`src/rtl/motor_pkg.sv`:
```
// Shared types and helpers for the dual-motor PWM driver: direction and
// channel-state enums, the PWM period top and command decoding.
package motor_pkg;

  typedef enum logic [1:0] {
    DIR_NONE = 2'd0,
    DIR_FWD  = 2'd1,
    DIR_REV  = 2'd2
  } dir_e;

  typedef enum logic {
    ST_RUN  = 1'b0,
    ST_DEAD = 1'b1
  } ch_state_e;

  localparam int unsigned PWM_TOP = 254;
  localparam int          CMD_W   = 8;

  // |cmd| with -128 saturated to 127, so doubled duty never exceeds PWM_TOP.
  function automatic logic [6:0] cmd_to_mag(input logic [CMD_W-1:0] cmd);
    logic [CMD_W-1:0] abs_v;
    if (cmd[7] && (cmd[6:0] == 7'd0)) begin
      return 7'd127;
    end
    abs_v = cmd[7] ? (~cmd + 8'd1) : cmd;
    return abs_v[6:0];
  endfunction

  function automatic dir_e cmd_to_dir(input logic [CMD_W-1:0] cmd);
    if (cmd == 8'd0) begin
      return DIR_NONE;
    end
    return cmd[7] ? DIR_REV : DIR_FWD;
  endfunction

endpackage

```
`src/rtl/motor_pwm_driver_channel.sv`:
```
// One H-bridge channel: pending command, run/dead-time FSM, boundary-aligned
// duty/direction registers and registered PWM enable plus direction lines.
module pwm_channel
  import motor_pkg::*;
#(
  parameter int unsigned DEADTIME_PERIODS = 2
) (
  input  logic             clk,
  input  logic             rst_n,
  input  logic             cmd_valid_i,
  input  logic [CMD_W-1:0] cmd_i,
  input  logic [7:0]       count_i,
  input  logic             boundary_i,
  input  logic             force_coast_i,
  output logic             en_o,
  output logic             dir_a_o,
  output logic             dir_b_o
);

  localparam int DEAD_W = (DEADTIME_PERIODS > 1) ? $clog2(DEADTIME_PERIODS + 1) : 1;

  logic [CMD_W-1:0]  pending_q, pending_d;
  logic [CMD_W-1:0]  eff_cmd;
  ch_state_e         state_q, state_d;
  dir_e              dir_q, dir_d, new_dir;
  logic [7:0]        duty_q, duty_d, new_duty;
  logic [DEAD_W-1:0] dead_q, dead_d;
  logic              apply;
  logic              en_q, en_d;
  logic              dir_a_q, dir_a_d;
  logic              dir_b_q, dir_b_d;

  // State register.
  always_ff @(posedge clk or negedge rst_n) begin
    if (!rst_n) begin
      pending_q <= '0;
      state_q   <= ST_RUN;
      dir_q     <= DIR_NONE;
      duty_q    <= '0;
      dead_q    <= '0;
      en_q      <= 1'b0;
      dir_a_q   <= 1'b0;
      dir_b_q   <= 1'b0;
    end else begin
      // NOTE: non-blocking assignments make every flop sample pre-edge values,
      // independent of statement order.
      pending_q <= pending_d;
      state_q   <= state_d;
      dir_q     <= dir_d;
      duty_q    <= duty_d;
      dead_q    <= dead_d;
      en_q      <= en_d;
      dir_a_q   <= dir_a_d;
      dir_b_q   <= dir_b_d;
    end
  end

  // Next-state logic; a command arriving on the boundary cycle is used directly.
  always_comb begin
    // NOTE: every signal gets a default before any branch, so no latch is inferred.
    eff_cmd   = cmd_valid_i ? cmd_i : pending_q;
    new_dir   = cmd_to_dir(eff_cmd);
    new_duty  = {cmd_to_mag(eff_cmd), 1'b0};
    pending_d = eff_cmd;
    state_d   = state_q;
    dir_d     = dir_q;
    duty_d    = duty_q;
    dead_d    = dead_q;
    apply     = 1'b0;

    if (force_coast_i) begin
      pending_d = '0;
      state_d   = ST_RUN;
      dir_d     = DIR_NONE;
      duty_d    = '0;
      dead_d    = '0;
    end else if (boundary_i) begin
      case (state_q)
        ST_RUN: begin
          if ((new_dir == dir_q) || (new_dir == DIR_NONE) || (dir_q == DIR_NONE)) begin
            apply = 1'b1;
          end else begin
            state_d = ST_DEAD;
            dead_d  = DEAD_W'(DEADTIME_PERIODS);
          end
        end
        ST_DEAD: begin
          // Last dead period ends here; whatever is pending now takes effect.
          if (dead_q == DEAD_W'(1)) begin
            apply = 1'b1;
          end else begin
            dead_d = dead_q - DEAD_W'(1);
          end
        end
      endcase

      if (apply) begin
        state_d = ST_RUN;
        dir_d   = new_dir;
        duty_d  = new_duty;
        dead_d  = '0;
      end
    end
  end

  // Output decode; the bridge is only driven while running in a real direction.
  always_comb begin
    en_d    = 1'b0;
    dir_a_d = 1'b0;
    dir_b_d = 1'b0;
    if ((state_q == ST_RUN) && (dir_q != DIR_NONE)) begin
      en_d    = (count_i < duty_q);
      dir_a_d = (dir_q == DIR_FWD);
      dir_b_d = (dir_q == DIR_REV);
    end
  end

  assign en_o    = en_q;
  assign dir_a_o = dir_a_q;
  assign dir_b_o = dir_b_q;

endmodule

```
`src/rtl/motor_pwm_driver.sv`:
```
// Dual-motor PWM driver: shared prescaler, 0..254 period counter and command
// watchdog feeding two pwm_channel instances.
module motor_pwm_driver
  import motor_pkg::*;
#(
  parameter int unsigned PRESCALE         = 47,
  parameter int unsigned DEADTIME_PERIODS = 2,
  parameter int unsigned WDT_PERIODS      = 1024
) (
  input  logic             clk,
  input  logic             reset,
  input  logic             cmd_valid,
  input  logic [CMD_W-1:0] motor1_cmd,
  input  logic [CMD_W-1:0] motor2_cmd,
  output logic             enable12,
  output logic             enable34,
  output logic             a1,
  output logic             a2,
  output logic             a3,
  output logic             a4,
  output logic             timeout
);

  localparam int PRE_W = (PRESCALE > 0) ? $clog2(PRESCALE + 1) : 1;
  localparam int WDT_W = (WDT_PERIODS > 0) ? $clog2(WDT_PERIODS + 1) : 1;

  logic [PRE_W-1:0] pre_q, pre_d;
  logic [7:0]       count_q, count_d;
  logic [WDT_W-1:0] wdt_q, wdt_d;
  logic             timeout_q, timeout_d;
  logic             tick;
  logic             boundary;
  logic             wdt_expire;

  always_ff @(posedge clk or negedge reset) begin
    if (!reset) begin
      pre_q     <= '0;
      count_q   <= '0;
      wdt_q     <= '0;
      timeout_q <= 1'b0;
    end else begin
      pre_q     <= pre_d;
      count_q   <= count_d;
      wdt_q     <= wdt_d;
      timeout_q <= timeout_d;
    end
  end

  always_comb begin
    tick     = (pre_q == PRE_W'(PRESCALE));
    pre_d    = tick ? '0 : pre_q + PRE_W'(1);
    boundary = tick && (count_q == 8'(PWM_TOP));
    count_d  = count_q;
    if (tick) begin
      count_d = boundary ? 8'd0 : count_q + 8'd1;
    end
  end

  // Watchdog counts boundaries since the last command and saturates at the
  // limit; a command on the expiry cycle takes priority.
  always_comb begin
    wdt_d      = wdt_q;
    timeout_d  = timeout_q;
    wdt_expire = 1'b0;
    if (cmd_valid) begin
      wdt_d     = '0;
      timeout_d = 1'b0;
    end else if ((WDT_PERIODS != 0) && boundary && (wdt_q != WDT_W'(WDT_PERIODS))) begin
      wdt_d = wdt_q + WDT_W'(1);
      if (wdt_q == WDT_W'(WDT_PERIODS - 1)) begin
        wdt_expire = 1'b1;
        timeout_d  = 1'b1;
      end
    end
  end

  assign timeout = timeout_q;

  pwm_channel #(
    .DEADTIME_PERIODS(DEADTIME_PERIODS)
  ) u_ch1 (
    .clk          (clk),
    .rst_n        (reset),
    .cmd_valid_i  (cmd_valid),
    .cmd_i        (motor1_cmd),
    .count_i      (count_q),
    .boundary_i   (boundary),
    .force_coast_i(wdt_expire),
    .en_o         (enable12),
    .dir_a_o      (a1),
    .dir_b_o      (a2)
  );

  pwm_channel #(
    .DEADTIME_PERIODS(DEADTIME_PERIODS)
  ) u_ch2 (
    .clk          (clk),
    .rst_n        (reset),
    .cmd_valid_i  (cmd_valid),
    .cmd_i        (motor2_cmd),
    .count_i      (count_q),
    .boundary_i   (boundary),
    .force_coast_i(wdt_expire),
    .en_o         (enable34),
    .dir_a_o      (a3),
    .dir_b_o      (a4)
  );

endmodule

```
`config.mk`:
```
export PLATFORM = sky130hd
export DESIGN_NAME = motor_pwm_driver
export DESIGN_NICKNAME = d
export VERILOG_FILES = /design/src/rtl/motor_pkg.sv /design/src/rtl/motor_pwm_driver_channel.sv /design/src/rtl/motor_pwm_driver.sv
export SDC_FILE = /design/constraint.sdc
export NUM_CORES = 1
export LEC_CHECK = 0
export ABC_CLOCK_PERIOD_IN_PS = 4000
export CAP_MARGIN = 20
export CORE_UTILIZATION = 55
export CTS_BUF_LIST = sky130_fd_sc_hd__clkbuf_4 sky130_fd_sc_hd__clkbuf_8
export DETAILED_ROUTE_END_ITERATION = 7
export GPL_TIMING_DRIVEN = 0
export PLACE_DENSITY = 0.82
export SYNTH_ARGS = -nofsm -noshare
export SYNTH_HDL_FRONTEND = slang
export SYNTH_SLANG_ARGS = --single-unit
export TNS_END_PERCENT = 50
```
`constraint.sdc`:
```
create_clock -name clk -period 4 [get_ports clk]
set_input_delay 0.8 -clock clk [delete_from_list [all_inputs] [get_ports clk]]
set_output_delay 0.8 -clock clk [all_outputs]
set_load 0.02 [all_outputs]
```
==> impl_metrics.ini, run 1 <==
[finish]
post-route-util_pct = 66.0
area_growth_pct = 14.4
drive_above_1_share_pct = 9.40
fin_area_mm2 = 0.00454
n_antenna_cell = 0
nNetsFinal = 471

[floorplanning]
die_h_um = 86.9
rows = 30
core_area_mm2 = 0.00687
fp.dieW_um = 86.9
ios = 26
start_util_pct = 57.7
die_area_mm2 = 0.00755

[hold_path]
min_from = timeout
worstHoldPathType = reg2reg
hold_path_depth = 1
hold_path_end = timeout

[grt]
grt_pass1_vias = 3049
grt_usage_pct = 24.8
grt_pass1_wl_mm = 14.3
grt-ovfl-total = 0
grt_max_degree = 73
antenna_found_initial = 0

[routing]
viasPerCell = 5.83
detail_route.wirelength_mm = 8.54
drc = 0
ant_nets = 0
routedWlPerCell_um = 16.0
vias = 3101
drt-pass1-iter-count = 5
drt_iter0_drc = 221

[logic_synthesis]
syn_nets = 436
ys_seq_area_share_pct = 45.5
synth_edf_count = 0
avgSynthCellArea_um2 = 10.0
ys_ff_latch = 72
syn_inst = 396
yosysWarnings = 0
synth_cell_types = 56
yosys.area.top_type = dfrtp_1
ys_async_sr_fraction_pct = 100
synth_area_leaders = dfrtp_1 45%, ha_1 6.6%, nor2_1 4.7%, mux2i_1 3.8%, o21ai_0 3.2%
synth_ff_type = dfrtp_1
syn_area_mm2 = 0.00396
synth.top_cell.area_share_pct = 45.5

[place]
placed_area_mm2 = 0.00433
dp_hpwl_mm = 6.10
port_buffers = 25
place.gp.congestion = 0.833

[worst_setup_path]
required_ns = 4.24
crit_chain = clkdlybuf4s50_1 > buf_6 > buf_6 > buf_4 > mux2i_1 > ha_1 > o221ai_1 > or2_1 > buf_2 > a41oi_4 > o21ai_2 > a22o_1
start_kind = input port
critPathTopFamily = buffers and inverters
arrival_ns = 3.99
path_buf_inv = 5
crit_fanout = 19
path_class = in2reg
reg2reg_to = u_ch1.duty_q[6]
reg2reg_from = u_ch1.pending_q[0]
worstRegToRegCells = 8
cp-end-kind = flip-flop
reg2reg_slack_ns = 1.60
cpMostUsedCell = buf_6
critPathMaxStageDelay_ns = 0.52
crit_slowest_cell = clkdlybuf4s50_1

[pwr]
ir_drop_mv = 0.240
leakage_nw = 2.02
fin_total_pwr_w = 0.00150
p_per_area_mw_per_mm2 = 331

[run_status]
outcome = finished clean

[sta]
maxSlewViolCount = 0
setup_viol = 0
grt_setup_unrepaired = no
finalHoldViolations = 0
min_period_over_period_pct = 93.8
tightestPinTransition_ns = 0.896
finalCriticalPeriod_ns = 3.75
clock_skew_ns = 0.0113
max-slew-margin-rel_pct = 40.2
max_freq_mhz = 267

[run]
cap_violations = 0

[clocking]
clk_pin_slew_ns = 0.08
cts_made_buffers = 9
clock_sinks = 72
clockBufferDepth = 2
htreeDepth = 3
cts-root-buf = clkbuf_8
worstSkewPairLatency_ns = 0.35
cts_setup_buffers = 0
cts_tree = yes
==> how the worst max path moves through the flow <==
stage / from / depth (start not counted) / slack [ns] / endpoint
after floorplan: cmd_valid / 12 / 0.67 / u_ch1.duty_q[1]
after global placement: cmd_valid / 13 / -0.35 / u_ch1.duty_q[6]
after detailed placement: cmd_valid / 13 / -0.42 / u_ch1.duty_q[1]
after CTS: cmd_valid / 13 / 0.01 / u_ch1.duty_q[6]
after global routing: cmd_valid / 12 / 0.05 / u_ch1.duty_q[4]
final: cmd_valid / 12 / 0.25 / u_ch1.duty_q[6]
==> synthesized netlist by cell type, drive strengths merged (3+ instances only) <==
| library cell | n |
|---|---|
| nand4 | 6 |
| dfrtp | 72 |
| nor3b | 11 |
| nor3 | 15 |
| xor2 | 8 |
| inv | 21 |
| o31ai | 7 |
| ha | 21 |
| nor2b | 4 |
| nor2 | 50 |
| nand2b | 3 |
| mux2 | 4 |
| o21ai | 28 |
| buf | 9 |
| or3 | 3 |
| a21oi | 12 |
| xnor2 | 7 |
| o2bb2ai | 8 |
| nand2 | 25 |
| mux2i | 16 |
| a31oi | 4 |
| a22o | 10 |
| o21a | 3 |
| a21o | 5 |
| nand3 | 12 |
| and4 | 3 |
==> what timing repair did <==
action,in CTS,in global routing
endpoints found under the setup margin,6,9
hold buffers,0,0
gates resized for setup,1,0
endpoints found under the hold margin,0,0
==> metrics by stage <==
stage	instances	TNS, ns	hold slack [ns]	setup slack (ns)
after detailed placement	517	-5.20	0.468	-0.425
after CTS	533	0	0.485	0.0108
after global placement	517	-24.27	0.463	-0.349
after global routing	532	0	0.500	0.0509
after floorplan	396	0	0.449	0.675
final	532	0	0.479	0.248
==> per-layer routing <==
metal / vias up / global-route usage, % / share of wire (%)
met2: 69 / 38.9 / 47
met5: - / 0 / 0
met4: 0 / 8.64 / 1.7
met1: 1521 / 34.2 / 47
li1: 1498 / - / -
met3: 13 / 5.12 / 3.9
==> where the power goes <==
part | switching (W) | total (W) | internal [W]
Clock | 0.000264 | 0.000598 | 0.000334
Sequential | 0.0000123 | 0.000756 | 0.000744
Combinational | 0.0000876 | 0.000148 | 0.0000604
Total | 0.000364 | 0.00150 | 0.00114
==> state kept, by name, indices dropped and copies added, names as in the netlist, 2 cells and up <==
signal / count
count_q: 8
pre_q: 6
u_ch1.dead_q: 2
u_ch1.dir_q: 2
u_ch1.duty_q: 7
u_ch1.pending_q: 8
u_ch2.dead_q: 2
u_ch2.dir_q: 2
u_ch2.duty_q: 7
u_ch2.pending_q: 8
wdt_q: 11
==> logic make-up after synthesis <==
family / after synthesis / synth area share [%]
buffers and inverters: 32 / 3.60
AOI/OAI and AO/OA: 93 / 17.0
and+or+nand+nor: 143 / 18.6
xor gates and xnor gates: 15 / 3.31
DFF: 72 / 45.5
adders and majority gates: 21 / 6.63
muxes: 20 / 5.49
==> worst reg2reg max path, delay by kind of cell, from the launching register on <==
family          cells  cell delay [ns]
compound gates      4             0.94
mux                 1             0.26
fa+ha+maj           1             0.29
simple gates        1             0.24
flops               1             0.38
buf+inv             1             0.18
==> cells in the final DEF (no fill, tap or decap), drive strengths merged, types with 12 or more instances in the layout <==
cell type / instances
o21ai: 28
inv: 21
nor3: 15
ha: 21
nand2: 25
clkbuf: 15
mux2i: 16
a21oi: 12
nand3: 12
clkdlybuf4s50: 24
nor2: 50
dfrtp: 72
==> cell type report <==
| type | count | area [um2] |
|---|---|---|
| clock inverters | 3 | 40.0 |
| clock buffers | 13 | 166 |
| fillers | 531 | 2330 |
| flip-flops and latches | 72 | 1800 |
| inverters | 21 | 78.8 |
| repair buffers | 25 | 248 |
| plain buffers | 10 | 61.3 |
| well taps | 96 | 120 |
| multi-input cells | 292 | 2020 |
(Power assumes the default switching activity.)
==> run 2: changes to the inputs <==
GPL_TIMING_DRIVEN = unset   (was 0)
REMOVE_ABC_BUFFERS = 1   (was unset)
==> run 2 against run 1 <==
  * Die area did not move
  * Clock power shrank 2%
  * Critical path depth shrank 4
  * Largest power group unchanged
  * First-iteration DRC count up 7.2%
  * Combinational power about the same
  * Flip-flop and latch count stayed put
  * Core utilization shrank 0.46 points
  * Final area down 0.69%
  * Final cell count shrank 0.94%
  * Count of clock-buffer cells in the layout fell by 2
  * Register-to-register slack got worse by 0.40 ns
==> impl_metrics.ini, run 2 (same netlist as run 1, synthesis figures left out) <==
[finish]
final_cell_mix = 72 x dfrtp_1, 50 x nor2_1, 25 x nand2_1, 25 x o21ai_0, 23 x clkdlybuf4s50_1
drive_above_1_share_pct = 9.28
final_common_cell = dfrtp_1
largest_reg_flops = 11
post-route-util_pct = 65.6
n_antenna_cell = 0
area_growth_pct = 13.6
top_register = wdt_q
nNetsFinal = 466

[pwr]
power_switching_w = 0.000368
seq_power_share_pct = 50.6
pwr-share-clk_pct = 39.5
leakage_nw = 1.99
ir_drop_mv = 0.201
p_comb_share_pct = 9.9
power.internal_w = 0.00112
p_per_area_mw_per_mm2 = 331
switching_share_pct = 24.7

[floorplanning]
rows = 30
core_area_mm2 = 0.00687
start_util_pct = 57.7
die_area_mm2 = 0.00755
ios = 26
fp.dieW_um = 86.9
die_h_um = 86.9

[clocking]
clk_pin_slew_ns = 0.07
htreeDepth = 3
cts-root-buf = clkbuf_8
cts_made_buffers = 9
cts_setup_buffers = 0
clockBufferDepth = 2
worstSkewPairLatency_ns = 0.36
clock_sinks = 72
ctsHoldBuffers = 0
cts_tree = yes
ctsResizeCount = 0

[run_status]
outcome = finished clean

[grt]
grt_pass1_wl_mm = 14.6
grt_max_degree = 38
grt_usage_pct = 25.3
antenna_found_initial = 0
grt-ovfl-total = 0
grt_pass1_vias = 3077

[worst_setup_path]
start_kind = input port
reg2reg_from = pre_q[0]
path_class = in2reg
reg2reg_to = u_ch1.duty_q[4]
arrival_ns = 3.25
worstRegToRegCells = 6
cp-end-kind = flip-flop
crit_fanout = 19
required_ns = 4.25
reg2reg_slack_ns = 1.20

[routing]
detail_route.wirelength_mm = 8.41
vias = 3126
drc = 0
drt-pass1-iter-count = 4
routedWlPerCell_um = 16.0
ant_nets = 0
viasPerCell = 5.93
drt_iter0_drc = 237

[sta]
min_period_over_period_pct = 75.0
maxSlewViolCount = 0
fin_setup_tns_ns = 0
max_freq_mhz = 333
tightestPinTransition_ns = 1.03
finalHoldViolations = 0
clock_skew_ns = 0.00436
setup_viol = 0
finalCriticalPeriod_ns = 3.00
grt_setup_unrepaired = no
setup_slack_ns = 0.998
hold-worst-slack_ns = 0.495
max-slew-margin-rel_pct = 31.0

[hold_path]
worstHoldPathType = reg2reg
hold_path_depth = 1
hold_path_end = u_ch1.duty_q[5]
min_from = u_ch1.duty_q[5]

[run]
cap_violations = 0

[place]
place.gp.congestion = 0.877
place_ws_ns = 0.671
port_buffers = 25
dp_hpwl_mm = 6.19
==> run 2: per-stage QoR <==
step | area, um2 | power [W] | cells
floorplan | 3900 | 0.000844 | 385
global placement | 4300 | 0.000909 | 511
detailed placement | 4300 | 0.000914 | 511
CTS | 4500 | 0.00150 | 527
global route | 4500 | 0.00155 | 527
finish | 4500 | 0.00149 | 527
==> run 2: worst max path at each step <==
| stage | start | end | slack [ns] | depth (start not counted) |
|---|---|---|---|---|
| after global routing | cmd_valid | u_ch1.duty_q[4] | 0.86 | 8 |
| after detailed placement | cmd_valid | u_ch1.duty_q[4] | 0.67 | 8 |
| after CTS | cmd_valid | u_ch1.duty_q[4] | 1.02 | 8 |
| after global placement | cmd_valid | u_ch1.duty_q[2] | 0.85 | 8 |
| after floorplan | cmd_valid | u_ch1.duty_q[2] | 1.46 | 7 |
| final | cmd_valid | u_ch1.duty_q[4] | 1.0 | 8 |
==> run 2: critical path, stage by stage <==
cell and delay [ns]:
buf_2 0.39, mux2i_1 0.37, ha_1 0.28, o221ai_1 0.19, or2_1 0.39, a41oi_4 0.31
o21ai_2 0.17, a22o_1 0.32
==> run 2: cell type report <==
| class | instances | area (um2) |
|---|---|---|
| Fill cell | 542 | 2360 |
| Multi-Input combinational cell | 292 | 2020 |
| Sequential cell | 72 | 1800 |
| Timing Repair Buffer | 30 | 278 |
| Clock buffer | 11 | 151 |
| Tap cell | 96 | 120 |
| Inverter | 21 | 78.8 |
| Clock inverter | 5 | 55.1 |
==> run 2: power by group through the flow <==
stage / sequential [W] / clock (W) / combinational [W]
after floorplan: 0.000766 / 0 / 0.0000786
after global placement: 0.000768 / 0 / 0.000141
after detailed placement: 0.000769 / 0 / 0.000145
after CTS: 0.000755 / 0.000599 / 0.000147
after global routing: 0.000756 / 0.000632 / 0.000163
final: 0.000755 / 0.000589 / 0.000147
==> run 2: routing by layer <==
| metal | track usage [%] | up-vias | wire length (um) |
|---|---|---|---|
| met4 | 7.42 | 0 | 155 |
| met5 | 0 | - | 0 |
| met1 | 32.8 | 1534 | 3740 |
| li1 | - | 1495 | - |
| met2 | 41.2 | 84 | 4120 |
| met3 | 7.20 | 13 | 394 |
==> run 3: changes to the inputs <==
ABC_CLOCK_PERIOD_IN_PS = 3100   (was 4000)
clock period = 3.1 ns   (was 4 ns; I/O delays follow)
==> run 3 against run 2 <==
  * Sequential power increased by 29%
  * Wire length shrank 0.62%
  * Final cell count grew 0.76%
  * Clock skew is 0.0035 ns higher
  * First-iteration DRC count decreased by 30%
  * Final area up 1.2%
  * Core utilization increased by 0.82 points
  * Largest cell class unchanged
==> impl_metrics.ini, run 3 (same netlist as run 1, synthesis figures left out) <==
[grt]
grt_pass1_wl_mm = 14.1
grt-ovfl-total = 0
grt_max_degree = 42
grt_pass1_vias = 3013
grt_usage_pct = 24.3
antenna_found_initial = 0

[sta]
max_freq_mhz = 381
hold-worst-slack_ns = 0.333
maxSlewViolCount = 0
min_period_over_period_pct = 84.6
fin_setup_tns_ns = 0
setup_viol = 0
setup_slack_ns = 0.476
max-slew-margin-rel_pct = 49.7
finalHoldViolations = 0
grt_setup_unrepaired = no
tightestPinTransition_ns = 0.754
clock_skew_ns = 0.00786
finalCriticalPeriod_ns = 2.62

[pwr]
ir_drop_mv = 0.322
leakage_nw = 2.02
p_per_area_mw_per_mm2 = 434

[finish]
register_area_mm2 = 0.00180
n_antenna_cell = 0
area_growth_pct = 15.1
multiInputGateArea_mm2 = 0.00202
largest_reg_flops = 11
post-route-util_pct = 66.4
nNetsFinal = 470
drive_above_1_share_pct = 10.1
top_register = wdt_q
final_common_cell = dfrtp_1
fillers = 557
final_cell_mix = 72 x dfrtp_1, 50 x nor2_1, 25 x nand2_1, 25 x o21ai_0, 23 x clkdlybuf4s50_1

[clocking]
cts_tree = yes
clk_pin_slew_ns = 0.08
htreeDepth = 3
clock_sinks = 72
ctsResizeCount = 0
cts_made_buffers = 9
ctsHoldBuffers = 0
clockBufferDepth = 2
cts_setup_buffers = 0
worstSkewPairLatency_ns = 0.35
cts-root-buf = clkbuf_8

[worst_setup_path]
reg2reg_to = u_ch1.duty_q[6]
cp-end-kind = flip-flop
reg2reg_slack_ns = 0.74
crit_slowest_cell = clkdlybuf4s50_1
cp-startpoint = motor1_cmd[0]
critPathMaxStageDelay_ns = 0.43
path_class = in2reg
crit_chain = clkdlybuf4s50_1 > mux2i_1 > ha_1 > o221ai_1 > or2_1 > a41oi_4 > o21ai_2 > a22o_1
crit_fanout = 9
required_ns = 3.34
worstRegToRegCells = 7
arrival_ns = 2.86
reg2reg_from = pre_q[0]
start_kind = input port

[floorplanning]
fp.dieW_um = 86.9
die_area_mm2 = 0.00755
core_area_mm2 = 0.00687
start_util_pct = 57.7
rows = 30
die_h_um = 86.9
ios = 26

[run_status]
outcome = finished clean

[routing]
ant_nets = 0
drc = 0
viasPerCell = 5.89
drt_iter0_drc = 165
vias = 3126
detail_route.wirelength_mm = 8.36
drt-pass1-iter-count = 5
routedWlPerCell_um = 15.7

[hold_path]
worstHoldPathType = in2async

[place]
place.gp.congestion = 0.869
dp_hpwl_mm = 6.13
port_buffers = 25
place_ws_ns = 0.124

[run]
cap_violations = 0
-- run 3: how the worst max path moves through the flow --
stage                 endpoint  slack, ns  cells after the start
2_1_floorplan  u_ch1.duty_q[2]       0.74                      7
3_3_place_gp   u_ch1.duty_q[2]       0.22                      8
4_1_cts        u_ch1.duty_q[4]       0.49                      8
6_report       u_ch1.duty_q[6]       0.48                      8
3_5_place_dp   u_ch1.duty_q[4]       0.12                      8
5_1_grt        u_ch1.duty_q[2]       0.37                      8
-- run 3: layout make-up --
| type | instances | area share, % |
|---|---|---|
| Multi-Input combinational cell | 292 | 44.3 |
| Sequential cell | 72 | 39.5 |
| Timing Repair Buffer | 34 | 7.02 |
| Clock buffer | 9 | 2.72 |
| Tap cell | 96 | 2.63 |
| Clock inverter | 7 | 2.11 |
| Inverter | 21 | 1.73 |
-- run 3: layer usage --
| metal | vias to the layer above | GRT usage, % | share of wire (%) |
|---|---|---|---|
| met3 | 13 | 5.69 | 3.8 |
| li1 | 1499 | - | - |
| met1 | 1535 | 31.7 | 47 |
| met4 | 0 | 9.09 | 1.8 |
| met5 | - | 0 | 0 |
| met2 | 79 | 39.6 | 48 |
-- run 3: per-stage QoR --
stage | cells | power (W) | area, um2
detailed placement | 515 | 0.00119 | 4340
global route | 531 | 0.00205 | 4560
CTS | 531 | 0.00200 | 4560
floorplan | 385 | 0.00109 | 3900
global placement | 515 | 0.00118 | 4340
finish | 531 | 0.00198 | 4560
-- run 3: worst max-delay path, delay by kind of cell --
kind            cells  cell delay [ns]
compound gates      4             0.90
fa+ha+maj           1             0.27
buf+inv             1             0.43
mux                 1             0.27
simple gates        1             0.37
-- run 3: where the power goes --
part	internal, W	switching [W]
registers	0.000959	0.0000147
clock network	0.000452	0.000360
logic	0.0000823	0.000112
total	0.00149	0.000487
